## config.mk

```make
export PLATFORM = sky130hd
export DESIGN_NAME = ahb_src_slave_if
export DESIGN_NICKNAME = d
export VERILOG_FILES = /design/src/rtl/ahb_src_slave_if.sv
export SDC_FILE = /design/constraint.sdc
export NUM_CORES = 1
export LEC_CHECK = 0
export ABC_AREA = 1
export BUFFER_PORTS_ARGS = -buffer_cell sky130_fd_sc_hd__buf_4
export CORE_MARGIN = 1
export CORE_UTILIZATION = 32
export CTS_CLUSTER_DIAMETER = 30
export DETAILED_ROUTE_END_ITERATION = 16
export GPL_TIMING_DRIVEN = 0
export HOLD_SLACK_MARGIN = 0.08
export MAX_ROUTING_LAYER = met4
export PLACE_DENSITY = 0.67
export SKIP_CTS_REPAIR_TIMING = 1
export SYNTH_ARGS = -nofsm -noshare
export SYNTH_HDL_FRONTEND = slang
export SYNTH_SLANG_ARGS = --single-unit
```

## constraint.sdc

```tcl
create_clock -name i_clk_src -period 1.9 [get_ports i_clk_src]
set_clock_uncertainty 0.15 [all_clocks]
set_input_delay 0.38 -clock i_clk_src [delete_from_list [all_inputs] [get_ports i_clk_src]]
set_output_delay 0.38 -clock i_clk_src [all_outputs]
set_load 0.02 [all_outputs]
```

## src/rtl/ahb_src_slave_if.sv

```systemverilog
// ahb_src_slave_if
// AHB-Lite slave front end on the source clock domain of the AHB-to-AHB bridge.
// Turns AHB address/data-phase transfers into the bridge request interface
// (valid / rd0_wr1 / addr / wr_data, answered by ready / rd_data / rd_valid).
// Writes are posted through the single request register; reads hold HREADYOUT
// low until the read response comes back.
//
// Optional build macro AHB_SRC_ERR_RESP_EN: when defined, transfers that are
// not 32-bit word sized and word aligned are not forwarded and get a two-cycle
// AHB ERROR response instead. When undefined, HSIZE is ignored and o_hresp is 0.

module ahb_src_slave_if #(
    parameter int ADDR_WIDTH = 32,
    parameter int DATA_WIDTH = 32
) (
    input  logic                  i_clk_src,
    input  logic                  i_rstn_src,
    input  logic                  i_hsel,
    input  logic [ADDR_WIDTH-1:0] i_haddr,
    input  logic [1:0]            i_htrans,
    input  logic                  i_hwrite,
    input  logic [2:0]            i_hsize,
    input  logic [DATA_WIDTH-1:0] i_hwdata,
    input  logic                  i_hready,
    output logic                  o_hreadyout,
    output logic [DATA_WIDTH-1:0] o_hrdata,
    output logic                  o_hresp,
    output logic                  o_valid,
    output logic                  o_rd0_wr1,
    output logic [ADDR_WIDTH-1:0] o_addr,
    output logic [DATA_WIDTH-1:0] o_wr_data,
    input  logic                  i_ready,
    input  logic [DATA_WIDTH-1:0] i_rd_data,
    input  logic                  i_rd_valid
);

    typedef enum logic [2:0] {
        IDLE,
        WR_DP,
        RD_DP,
        RD_REQ,
        RD_WAIT,
        RD_DONE,
        ERR1,
        ERR2
    } state_t;

    state_t                state;
    state_t                accept_state;
    logic                  accept;
    logic                  xfer_bad;
    logic                  xfer_fwd;
    logic [ADDR_WIDTH-1:0] addr_q;

    assign accept   = i_hsel & i_hready & i_htrans[1];
    assign xfer_fwd = accept & ~xfer_bad;

`ifdef AHB_SRC_ERR_RESP_EN
    assign xfer_bad = (i_hsize != 3'b010) | (i_haddr[1:0] != 2'b00);
    assign o_hresp  = (state == ERR1) | (state == ERR2);
`else
    logic unused_hsize;
    assign xfer_bad     = 1'b0;
    assign o_hresp      = 1'b0;
    assign unused_hsize = ^i_hsize;
`endif

    // Next state chosen by the address phase seen while this slave is ready.
    always_comb begin
        accept_state = IDLE;
        if (accept) begin
`ifdef AHB_SRC_ERR_RESP_EN
            if (xfer_bad)
                accept_state = ERR1;
            else
`endif
            if (i_hwrite)
                accept_state = WR_DP;
            else
                accept_state = RD_DP;
        end
    end

    // HREADYOUT from registered state; in a write data phase the refill waits
    // for the registered valid to clear, so a drain and refill never share a cycle.
    always_comb begin
        case (state)
            IDLE, RD_DONE, ERR2: o_hreadyout = 1'b1;
            WR_DP:               o_hreadyout = ~o_valid;
            default:             o_hreadyout = 1'b0;
        endcase
    end

    // Request FSM: address capture, write posting, ordered read issue and response wait.
    always_ff @(posedge i_clk_src or negedge i_rstn_src) begin
        if (!i_rstn_src) begin
            state     <= IDLE;
            addr_q    <= '0;
            o_hrdata  <= '0;
            o_valid   <= 1'b0;
            o_rd0_wr1 <= 1'b1;
            o_addr    <= '0;
            o_wr_data <= '0;
        end else begin
            if (o_valid && i_ready && o_rd0_wr1)
                o_valid <= 1'b0;

            if (o_hreadyout && xfer_fwd)
                addr_q <= i_haddr;

            case (state)
                IDLE, RD_DONE: begin
                    state <= accept_state;
                end
                WR_DP: begin
                    if (o_hreadyout) begin
                        o_wr_data <= i_hwdata;
                        o_addr    <= addr_q;
                        o_rd0_wr1 <= 1'b1;
                        o_valid   <= 1'b1;
                        state     <= accept_state;
                    end
                end
                RD_DP: begin
                    if (!o_valid) begin
                        o_valid   <= 1'b1;
                        o_rd0_wr1 <= 1'b0;
                        o_addr    <= addr_q;
                        state     <= RD_REQ;
                    end
                end
                RD_REQ: begin
                    if (o_valid && i_ready) begin
                        o_valid   <= 1'b0;
                        o_rd0_wr1 <= 1'b1;
                        if (i_rd_valid) begin
                            o_hrdata <= i_rd_data;
                            state    <= RD_DONE;
                        end else begin
                            state    <= RD_WAIT;
                        end
                    end
                end
                RD_WAIT: begin
                    if (i_rd_valid) begin
                        o_hrdata <= i_rd_data;
                        state    <= RD_DONE;
                    end
                end
`ifdef AHB_SRC_ERR_RESP_EN
                ERR1: begin
                    state <= ERR2;
                end
                ERR2: begin
                    state <= accept_state;
                end
`endif
                default: begin
                    state <= IDLE;
                end
            endcase
        end
    end

endmodule

```

### After elaboration in Yosys (flattened, before gate mapping)

Index checks and enable logic that the tools add are counted.

* bits in registers: 133
* bits of input ports: 108
* output and inout port bits: 100
* logic and storage cells: 58

* equal/unequal tests: 10
* muxes and demuxes: 24
* bitwise gates (word level): 3
* reduce and logical (&&, ||, !) cells: 14

Operator list (count)
* 32-bit two-way mux: 4
* 32-bit one-hot mux with 2 select lines: 2
* 3-bit two-way mux: 5
* 3-bit one-hot mux with 5 select lines: 1
* 3-bit equality test, second input constant: 3
* 1-bit two-way mux: 8
* 2-bit != test, second input constant: 4
* 4-bit AND reduction: 2
* 3-bit by 2-bit equality test with 1-bit output, second input constant: 2
* 1-bit one-hot mux with 3 select lines: 2
* 2-bit AND reduction: 2
* 2-bit nonzero test: 2
* 3-bit by 1-bit equality test with 1-bit output, second input constant: 1
* 1-bit logical AND: 3
* 3-bit logical NOT: 1
* 3-bit AND reduction: 1
* 3-bit nonzero test: 1
* 3-bit OR reduction: 1
* 1-bit bitwise AND: 2
* 2-bit two-way mux: 1
* 1-bit one-hot mux with 2 select lines: 1
* 2-bit OR reduction: 1
* 1-bit inverter: 1

### Depth between registers and ports, before layout

Gate-level depths: netlist of run 1.

* depth in word-level cells: 5
* gate-level depth with buffers: 8
* mapped depth without buffers: 7

### Worst setup path before layout of run 1

OpenSTA, ideal clock, no wires.

* kind: flip-flop to output port
* start point: register state[1]
* end point: output port o_hreadyout
* arrival: 1.046 ns
* required time: 1.370 ns
* slack: 0.324 ns
* stages on the path, launching flop included: 6
* path buffers: 2
* cell sequence: dfrtp_1 -> buf_4 -> nor2_4 -> nand2_1 -> o21ai_4 -> buf_4

* cells in the longest elaborated chain, start to end: 3
* elaborated cells on any way between the ends: 6
* classes of those cells: eq/ne (3); mux (1); reduce/logical (2)

Ends and longest elaborated chain
* start: declaration: line 48 `state_t state;`
* start signal: assignment: line 113 `state <= accept_state;`
* start signal: assignment: line 121 `state <= accept_state;`
* 3-bit equality test / 3-bit logical NOT (equally long branches): line 87 `case (state)`
* 3-bit OR reduction: line 87
* 1-bit one-hot mux with 2 select lines (*): line 87
* end: declaration: line 25 `output logic o_hreadyout,`

Every way passes the cells marked *; elsewhere a longest branch is shown, timed or not.

### Worst setup path after layout of run 1

Ends and elaborated chain as after synthesis.

==> impl_metrics.toml, run 1 <==
[critical_path]
critical_path_class = "reg -> out"
cp-end-kind = "output port"
cp-start-kind = "flip-flop"
cp.arrival_ns = 1.43
crit_top_cell = "buf_6"
crit_fanout = 6
cp_num_buf_inv = 3
required_ns = 1.37
crit_family = "flip-flops"
slowest_delay_ns = 0.37
crit_slowest_cell = "dfrtp_1"
crit_chain = "buf_6 > nor2_4 > nand2_2 > o21ai_4 > buf_6 > buf_6"

[cells_and_area]
area_delta_synth_final_pct = 56.5
diodes = 0
nFillCells = 1605
multi_input_area_um2 = 1750
seqCellArea_um2 = 3330
fin_area_um2 = 8780
drive_gt1_share_pct = 33.5
nets = 1021

[outcome]
violations = "setup timing"
status = "finished, violations left"

[pwr]
p_sw_share_pct = 22.8
p_leak_nw = 4.86
p_clk_share_pct = 49.7
p_sw_w = 0.00146
pwr-share-seq_pct = 44.1
power_density_nw_per_um2 = 731
total_power_w = 0.00642
comb_power_share_pct = 6.1
irDropWorstVdd_mv = 0.575
p_int_w = 0.00496

[synthesis]
synth_fp_nets = 723
syn_area_um2 = 5610
synth_top_area_cell = "dfrtp_1"
ys_async_sr_fraction_pct = 100
ys_seq_area_share_pct = 59.4
synth_edf_count = 0
syn_avg_cell_area_um2 = 9.12
yosysWarnings = 0
syn_inst = 615
synthTopCellsByArea = "dfrtp_1, nand2_1, nand3_1"
synth_ff_type = "dfrtp_1"
ys_ff_latch = 133
synth.distinct_cells = 25
synth_top_area_share_pct = 58.9

[routing]
first_pass_iters = 4
routed_wl_mm = 15.0
wire_per_inst_um = 13.0
ant_nets = 0
num_vias = 4975
vias_per_cell = 4.32
drc_errors = 0
drtIter0Drc = 183

[sta]
min_period_over_period_pct = 103
min_period_ns = 1.96
max_slew_margin_pct = 57.1
finalSetupViolCount = 1
rsz0062_at_grt = "true"
worst_slew_pin_slew_ns = 0.644
layout_setup_ws_ns = -0.0617
fmax_ghz = 0.510
final_hold_viol_count = 0
fin_setup_tns_ns = -0.0617
slew_violations = 0

[clock_tree]
clock-root-buffer = "clkbuf_16"
h-tree-depth = 4
cts_tree = "built"
clk-insertion-delay-late_ns = 0.42
clock_path_buffers = 2
cts_buffers = 17
path_clk_slew_ns = 0.06
cts_sinks = 133

[floorplan]
row_count = 48
start_util_pct = 32.6
coreArea_um2 = 17200
io_pins = 208
die_h_um = 134
die_x_um = 134
die-area_um2 = 18100

[grt]
grt_pass1_vias = 4531
grt_max_degree = 69
grt_pass1_wl_mm = 23.0
grt_remaining_overflow = 0
antenna_found_initial = 0
grt_util_all_layers_pct = 16.7

[hold_path]
hp-class = "in -> reg"

[place]
dp_hpwl_mm = 9.94
place_congestion = 0.769
dpl_worst_slack_ns = 0.0845
postPlaceCellArea_um2 = 7440
io_buffers = 202

[flow_run]
maxCapViolCount = 0
## cells in the final DEF (no fill, tap or decap), drive strengths merged, types with 4 or more instances in the layout
master,Yosys,routed
o21ai,69,69
clkbuf,8,28
clkinv,1,6
buf,26,235
dlygate4sd3,0,69
nand2,214,214
inv,72,75
clkinvlp,0,4
nand3,76,76
nor2,12,12
dfrtp,132,132
## worst reg2reg max path: stages, from the launching register on
cell and delay [ns]:
dfrtp_1 0.37, buf_6 0.13, buf_4 0.14, nor2_2 0.11, nand2_1 0.10, nand2_2 0.09, nand3_4 0.16, buf_6 0.20
nand2_1 0.05, o21ai_1 0.06
## logic make-up (layout without fill, tap and decap cells)
kind of cell	after synthesis	count (layout)	synth area share, %
AOI/OAI and AO/OA	72	72	8.30
buffers and inverters	107	418	9.46
DFF	133	133	59.4
other	1	1	0.0669
and+or+nand+nor	302	302	22.8
## worst paths after layout
kind / cells past startpoint / start / slack [ns] / end
min in group asynchronous: 2 / i_rstn_src / 0.39 / o_hrdata[7]
worst min-delay path: 3 / i_haddr[2] / 0.05 / addr_q[2]
worst min register to register: 2 / addr_q[29] / 0.32 / addr_q[29]
max in group asynchronous: 3 / i_rstn_src / 0.42 / o_rd0_wr1
worst max-delay path: 6 / state[1] / -0.06 / o_hreadyout
worst max register to register: 9 / state[1] / 0.22 / o_hrdata[26]
## power by group through the flow
stage	clock network, W	registers, W	logic [W]
floorplan	0	0.00289	0.0000430
global placement	0	0.00288	0.000272
detailed placement	0	0.00288	0.000282
CTS	0.00328	0.00283	0.000283
global route	0.00341	0.00283	0.000435
finish	0.00319	0.00283	0.000394
## cell type report
| type | instances | area share, % |
|---|---|---|
| clock buffer | 19 | 5.16 |
| tap | 225 | 3.21 |
| timing repair buffer | 279 | 26.1 |
| inverter | 73 | 3.12 |
| clock inverter | 13 | 1.40 |
| sequential | 133 | 38.0 |
| multi-input combinational | 375 | 20.0 |
| buffer | 34 | 3.04 |
## registers in the layout, summed over array words and instances (netlist names)
name / count
addr_q: 32
o_addr: 32
o_hrdata: 32
o_wr_data: 32
state: 3
o_rd0_wr1: 1
o_valid: 1
## synthesized netlist by cell type (6+ instances only)
library cell  number
buf_6             12
o21ai_2           22
nor2_1            10
o21ai_0           22
buf_4              8
clkbuf_1           7
o21ai_1           23
nand2_1          211
nand3_1           73
dfrtp_1          132
inv_1             68
buf_2              6
## per-stage QoR
stage / util (%) / std cells / hold slack, ns
after global placement: 43.1 / 1042 / 0.304
final: 51.1 / 1151 / 0.0546
after detailed placement: 43.3 / 1043 / 0.271
after global routing: 51.1 / 1151 / 0.0802
after floorplan: - / 615 / -0.0656
after CTS: 46.6 / 1075 / -0.181
## metal layers
layer	wire, um	global-route usage [%]	up-vias	part of all wire, %
met1	6890	21.6	2296	46
li1	-	-	2528	-
met4	165	5.31	0	1.1
met2	7120	25.2	138	47
met5	0	-	-	0
met3	836	4.84	13	5.6
Power figures use the tool's default switching activity.
==> run 2: changes to the inputs <==
Settings changed: CORE_UTILIZATION 32 to 49, PLACE_DENSITY 0.67 to 0.9.
==> run 2 against run 1 <==
First-iteration DRC count grew 90%. Sequential cell count is the same. Highest routed layer unchanged. Die area shrank 34%. Sequential power is essentially flat. Routed wire length shrank 2.4%. Power shrank 0.52%. The flow still finishes with violations (setup timing). Maximum frequency shrank 1.6%. Critical path depth is the same. Hold slack lost 0.0061 ns. Sequential share of layout area grew 1.8 points. Combinational power shrank 14%. Worst setup slack lost 0.031 ns. Largest power group unchanged.
==> impl_metrics.toml, run 2 (synthesis results as in run 1) <==
[critical_path]
slowest_delay_ns = 0.37
cp-start-kind = "flip-flop"
r2r_cells = 8
cp.arrival_ns = 1.46
crit_slowest_cell = "dfrtp_1"
r2r_slack_ns = 0.14
crit_family = "buffers and inverters"
crit_top_cell = "buf_6"
r2r_end = "o_hrdata[25]"
required_ns = 1.37
crit_chain = "buf_6 > nor2_4 > nand2_2 > o21ai_4 > buf_6 > buf_6"
reg2reg_from = "state[1]"
critical_path_class = "reg -> out"
cp-end-kind = "output port"
cp_num_buf_inv = 3
crit_fanout = 5

[pwr]
power_density_nw_per_um2 = 762
total_power_w = 0.00639
p_leak_nw = 4.75
irDropWorstVdd_mv = 0.641

[clock_tree]
clk-insertion-delay-late_ns = 0.41
cts_buffers = 17
clock-root-buffer = "clkbuf_16"
clock_path_buffers = 2
cts_sinks = 133
path_clk_slew_ns = 0.06
cts_tree = "built"
h-tree-depth = 4

[floorplan]
row_count = 38
die_x_um = 109
coreArea_um2 = 11000
io_pins = 208
die_h_um = 109
die-area_um2 = 11900
start_util_pct = 51.1

[hold_path]
hp-class = "in -> reg"
holdPathEnd = "addr_q[9]"
min_from = "i_haddr[9]"
hold_depth = 3

[sta]
finalSetupViolCount = 1
min_period_ns = 1.99
slew_violations = 0
fmax_ghz = 0.502
final_hold_viol_count = 0
layout_setup_ws_ns = -0.0930
min_period_over_period_pct = 105
rsz0062_at_grt = "true"

[routing]
routed_wl_mm = 14.7
vias_per_cell = 4.89
drc_errors = 0
drtIter0Drc = 348
wire_per_inst_um = 14.1
num_vias = 5079
first_pass_iters = 5
ant_nets = 0

[grt]
met2_usage_pct = 42.3
grt_pass1_vias = 4735
gr-max-usage-layer = "met2"
grt_pass1_wl_mm = 22.0
grt_max_degree = 100
grt_remaining_overflow = 0
antenna_found_initial = 0
grt_use_met3_pct = 5.86
met1_usage_pct = 29.1
grt_util_all_layers_pct = 24.8

[cells_and_area]
multi_input_area_um2 = 1750
area_delta_synth_final_pct = 49.5
fin_area_um2 = 8390
final_common_cell = "buf_4"
diodes = 0
seqCellArea_um2 = 3330
nets = 993
layout_common_cells = "buf_4, nand2_1, dfrtp_1, nand3_1, inv_1"
drive_gt1_share_pct = 35.0
nFillCells = 767

[place]
dp_hpwl_mm = 9.60
postPlaceCellArea_um2 = 7330
place_congestion = 0.782
io_buffers = 202

[outcome]
status = "finished, violations left"
violations = "setup timing"

[flow_run]
maxCapViolCount = 0
==> run 2: changes by cell type in the layout (fill, tap and decap cells not counted), sizes merged <==
cell,previous run,this run
dlygate4sd3,69,36
clkinvlp,4,3
bufinv,1,2
inv,75,76
clkbuf,28,26
buf,235,241
==> run 2: layout make-up <==
cell class                 instances  area share, %
buffer                            34           3.22
clock buffer                      18           5.12
clock inverter                    14           1.79
inverter                          73           3.27
multi-input combinational        375           20.9
sequential                       133           39.7
tap                              140           2.09
timing repair buffer             251           23.9
==> run 2: worst max-delay path by stage <==
stage	from	to	slack, ns	cells after the start
floorplan	state[1]	o_hreadyout	0.32	5
detailed placement	state[1]	o_hreadyout	0.09	6
CTS	state[1]	o_hreadyout	-0.34	6
finish	state[1]	o_hreadyout	-0.09	6
global placement	i_rstn_src	o_wr_data[5]	-0.15	1
global route	state[2]	o_hreadyout	-0.13	5
==> run 2: per-layer routing <==
layer	share of wire [%]	vias to the layer above
met4	1.3	0
met3	6.0	18
met2	53	173
li1	-	2459
met5	0	-
met1	40	2429
==> run 2: worst register-to-register path, cell delays in order (launching register included) <==
cell     delay (ns)
dfrtp_1        0.37
buf_6          0.13
buf_4          0.13
nor2_2         0.12
nand2_1        0.11
nand2_2        0.09
nand3_4        0.17
buf_6          0.21
o21ai_1        0.18
==> run 2: stage by stage <==
stage	cells	hold slack, ns	util, %	TNS (ns)	setup slack (ns)
floorplan	615	-0.0656	-	0	0.324
global placement	957	0.304	66.5	-19.10	-0.154
detailed placement	958	0.141	66.7	0	0.0940
CTS	990	-0.288	72.0	-0.342	-0.342
global route	1038	0.0808	76.4	-0.129	-0.129
finish	1038	0.0485	76.4	-0.0930	-0.0930
==> run 2: power by group <==
group	switching, W	internal, W
logic	0.000139	0.000200
registers	0	0.00283
clock network	0.00127	0.00194
total	0.00141	0.00498
==> run 3: changes to the inputs <==
==> constraint.sdc (replaced) <==
create_clock -name i_clk_src -period 1.9 [get_ports i_clk_src]
set_clock_uncertainty 0.15 [all_clocks]
set_input_delay 0.285 -clock i_clk_src [delete_from_list [all_inputs] [get_ports i_clk_src]]
set_output_delay 0.285 -clock i_clk_src [all_outputs]
set_load 0.02 [all_outputs]
==> run 3 against run 2 <==
The run still ends with setup timing left. Sequential share of layout area fell by 2.7 points. Worst setup slack improved by 0.088 ns. Hold slack improved by 0.11 ns. Via count rose by 8.1%. Clock power barely moved. Non-clock buffer count rose by 62. Critical path depth did not move. Sequential cell count did not move. Utilization rose by 5.7 points. Global-route usage did not move. Maximum frequency rose by 4.6%. Final cell count rose by 6.0%. Largest cell class unchanged. Largest power group unchanged.
==> impl_metrics.toml, run 3 (synthesis results as in run 1) <==
[critical_path]
crit_family = "buffers and inverters"
r2r_slack_ns = 0.10
required_ns = 1.46
cp-start-kind = "flip-flop"
r2r_cells = 9
r2r_end = "o_hrdata[28]"
critPathLaunch = "state[1]"
crit_fanout = 5
crit_slowest_cell = "dfrtp_1"
cp-end-kind = "output port"
crit_top_cell = "buf_6"
cp_num_buf_inv = 3
cp.arrival_ns = 1.47
worstSetupEndpoint = "o_hreadyout"
crit_cells = 6
reg2reg_from = "state[1]"
crit_chain = "buf_6 > nor2_4 > nand2_2 > o21ai_4 > buf_6 > buf_6"
slowest_delay_ns = 0.37
critical_path_class = "reg -> out"

[clock_tree]
h-tree-depth = 4
clk-insertion-delay-late_ns = 0.41
path_clk_slew_ns = 0.06
clock-root-buffer = "clkbuf_16"
cts_buffers = 17
cts_tree = "built"
cts_sinks = 133
clock_path_buffers = 2

[sta]
fmax_ghz = 0.525
slew_violations = 0
max_slew_margin_pct = 64.4
rsz0062_at_grt = "true"
fin_setup_tns_ns = -0.00520
min_period_over_period_pct = 100
final_hold_viol_count = 0
finalSetupViolCount = 1
worst_slew_pin_slew_ns = 0.533
layout_setup_ws_ns = -0.00520
min_period_ns = 1.91

[pwr]
comb_power_share_pct = 7.0
p_sw_share_pct = 22.5
pwr-share-seq_pct = 43.4
p_leak_nw = 5.01
p_int_w = 0.00506
irDropWorstVdd_mv = 0.661
p_clk_share_pct = 49.6
p_sw_w = 0.00147
power_density_nw_per_um2 = 725

[hold_path]
hp-class = "in -> reg"
min_from = "i_ready"

[routing]
ant_nets = 0
drc_errors = 0
vias_per_cell = 4.99
first_pass_iters = 5
routed_wl_mm = 17.2
num_vias = 5488
wire_per_inst_um = 15.6
drtIter0Drc = 404

[cells_and_area]
layout_common_cells = "buf_4, nand2_1, dfrtp_1, dlygate4sd3_1, nand3_1"
nFillCells = 613
drive_gt1_share_pct = 32.7
final_common_cell = "buf_4"
utilization_pct = 82.0
diodes = 0
finalNonFillerCells = 1100
fin_area_um2 = 9010
nets = 1055
area_delta_synth_final_pct = 60.6

[place]
io_buffers = 202
dp_hpwl_mm = 9.60
place_congestion = 0.782
dp_cells = 958
dpl_worst_slack_ns = 0.189
postPlaceCellArea_um2 = 7330

[grt]
grt_util_all_layers_pct = 24.8
grt_pass1_wl_mm = 22.0
grt_pass1_vias = 4735
grt_remaining_overflow = 0
grt_max_degree = 100
antenna_found_initial = 0

[floorplan]
coreArea_um2 = 11000
die_h_um = 109
row_count = 38
die_x_um = 109
start_util_pct = 51.1
io_pins = 208
die-area_um2 = 11900

[flow_run]
maxCapViolCount = 0

[outcome]
status = "finished, violations left"
violations = "setup timing"
run 3: final cells by class:
class                      count  area [um^2]  share of cell area, %
sequential                   133         3330                   37.0
timing repair buffer         313         2620                   29.1
multi-input combinational    375         1750                   19.5
clock buffer                  18          429                   4.77
inverter                      73          274                   3.04
buffer                        34          270                   3.00
tap                          140          175                   1.94
clock inverter                14          150                   1.67
run 3: worst reg2reg max path: cells and delay by family (launching register included):
family          cells  cell delay, ns
buf+inv             3            0.49
simple gates        5            0.59
compound gates      1            0.09
flops               1            0.37
run 3: worst min path at each step:
stage / to / cells after the start
floorplan: addr_q[0] / 0
global placement: addr_q[5] / 2
detailed placement: addr_q[14] / 1
CTS: addr_q[14] / 1
global route: state[2] / 5
finish: state[2] / 5
run 3: power by group through the flow:
stage                     Sequential, W  Combinational, W  Clock (W)
after global routing            0.00283          0.000491    0.00338
after global placement          0.00288          0.000263          0
final                           0.00283          0.000456    0.00324
after CTS                       0.00283          0.000279    0.00326
after floorplan                 0.00289         0.0000430          0
after detailed placement        0.00288          0.000278          0
run 3: stage by stage:
stage          total power, W  hold slack, ns
2_1_floorplan         0.00293          -0.161
5_1_grt               0.00671           0.194
3_3_place_gp          0.00315           0.304
3_5_place_dp          0.00316          0.0463
6_report              0.00653           0.161
4_1_cts               0.00637          -0.383
run 3: per-layer routing:
layer	GRT usage [%]	part of all wire [%]	wire length (um)
met2	42.3	54	9240
met1	29.1	38	6610
met5	-	0	0
met4	7.43	1.6	274
met3	5.86	6.2	1070
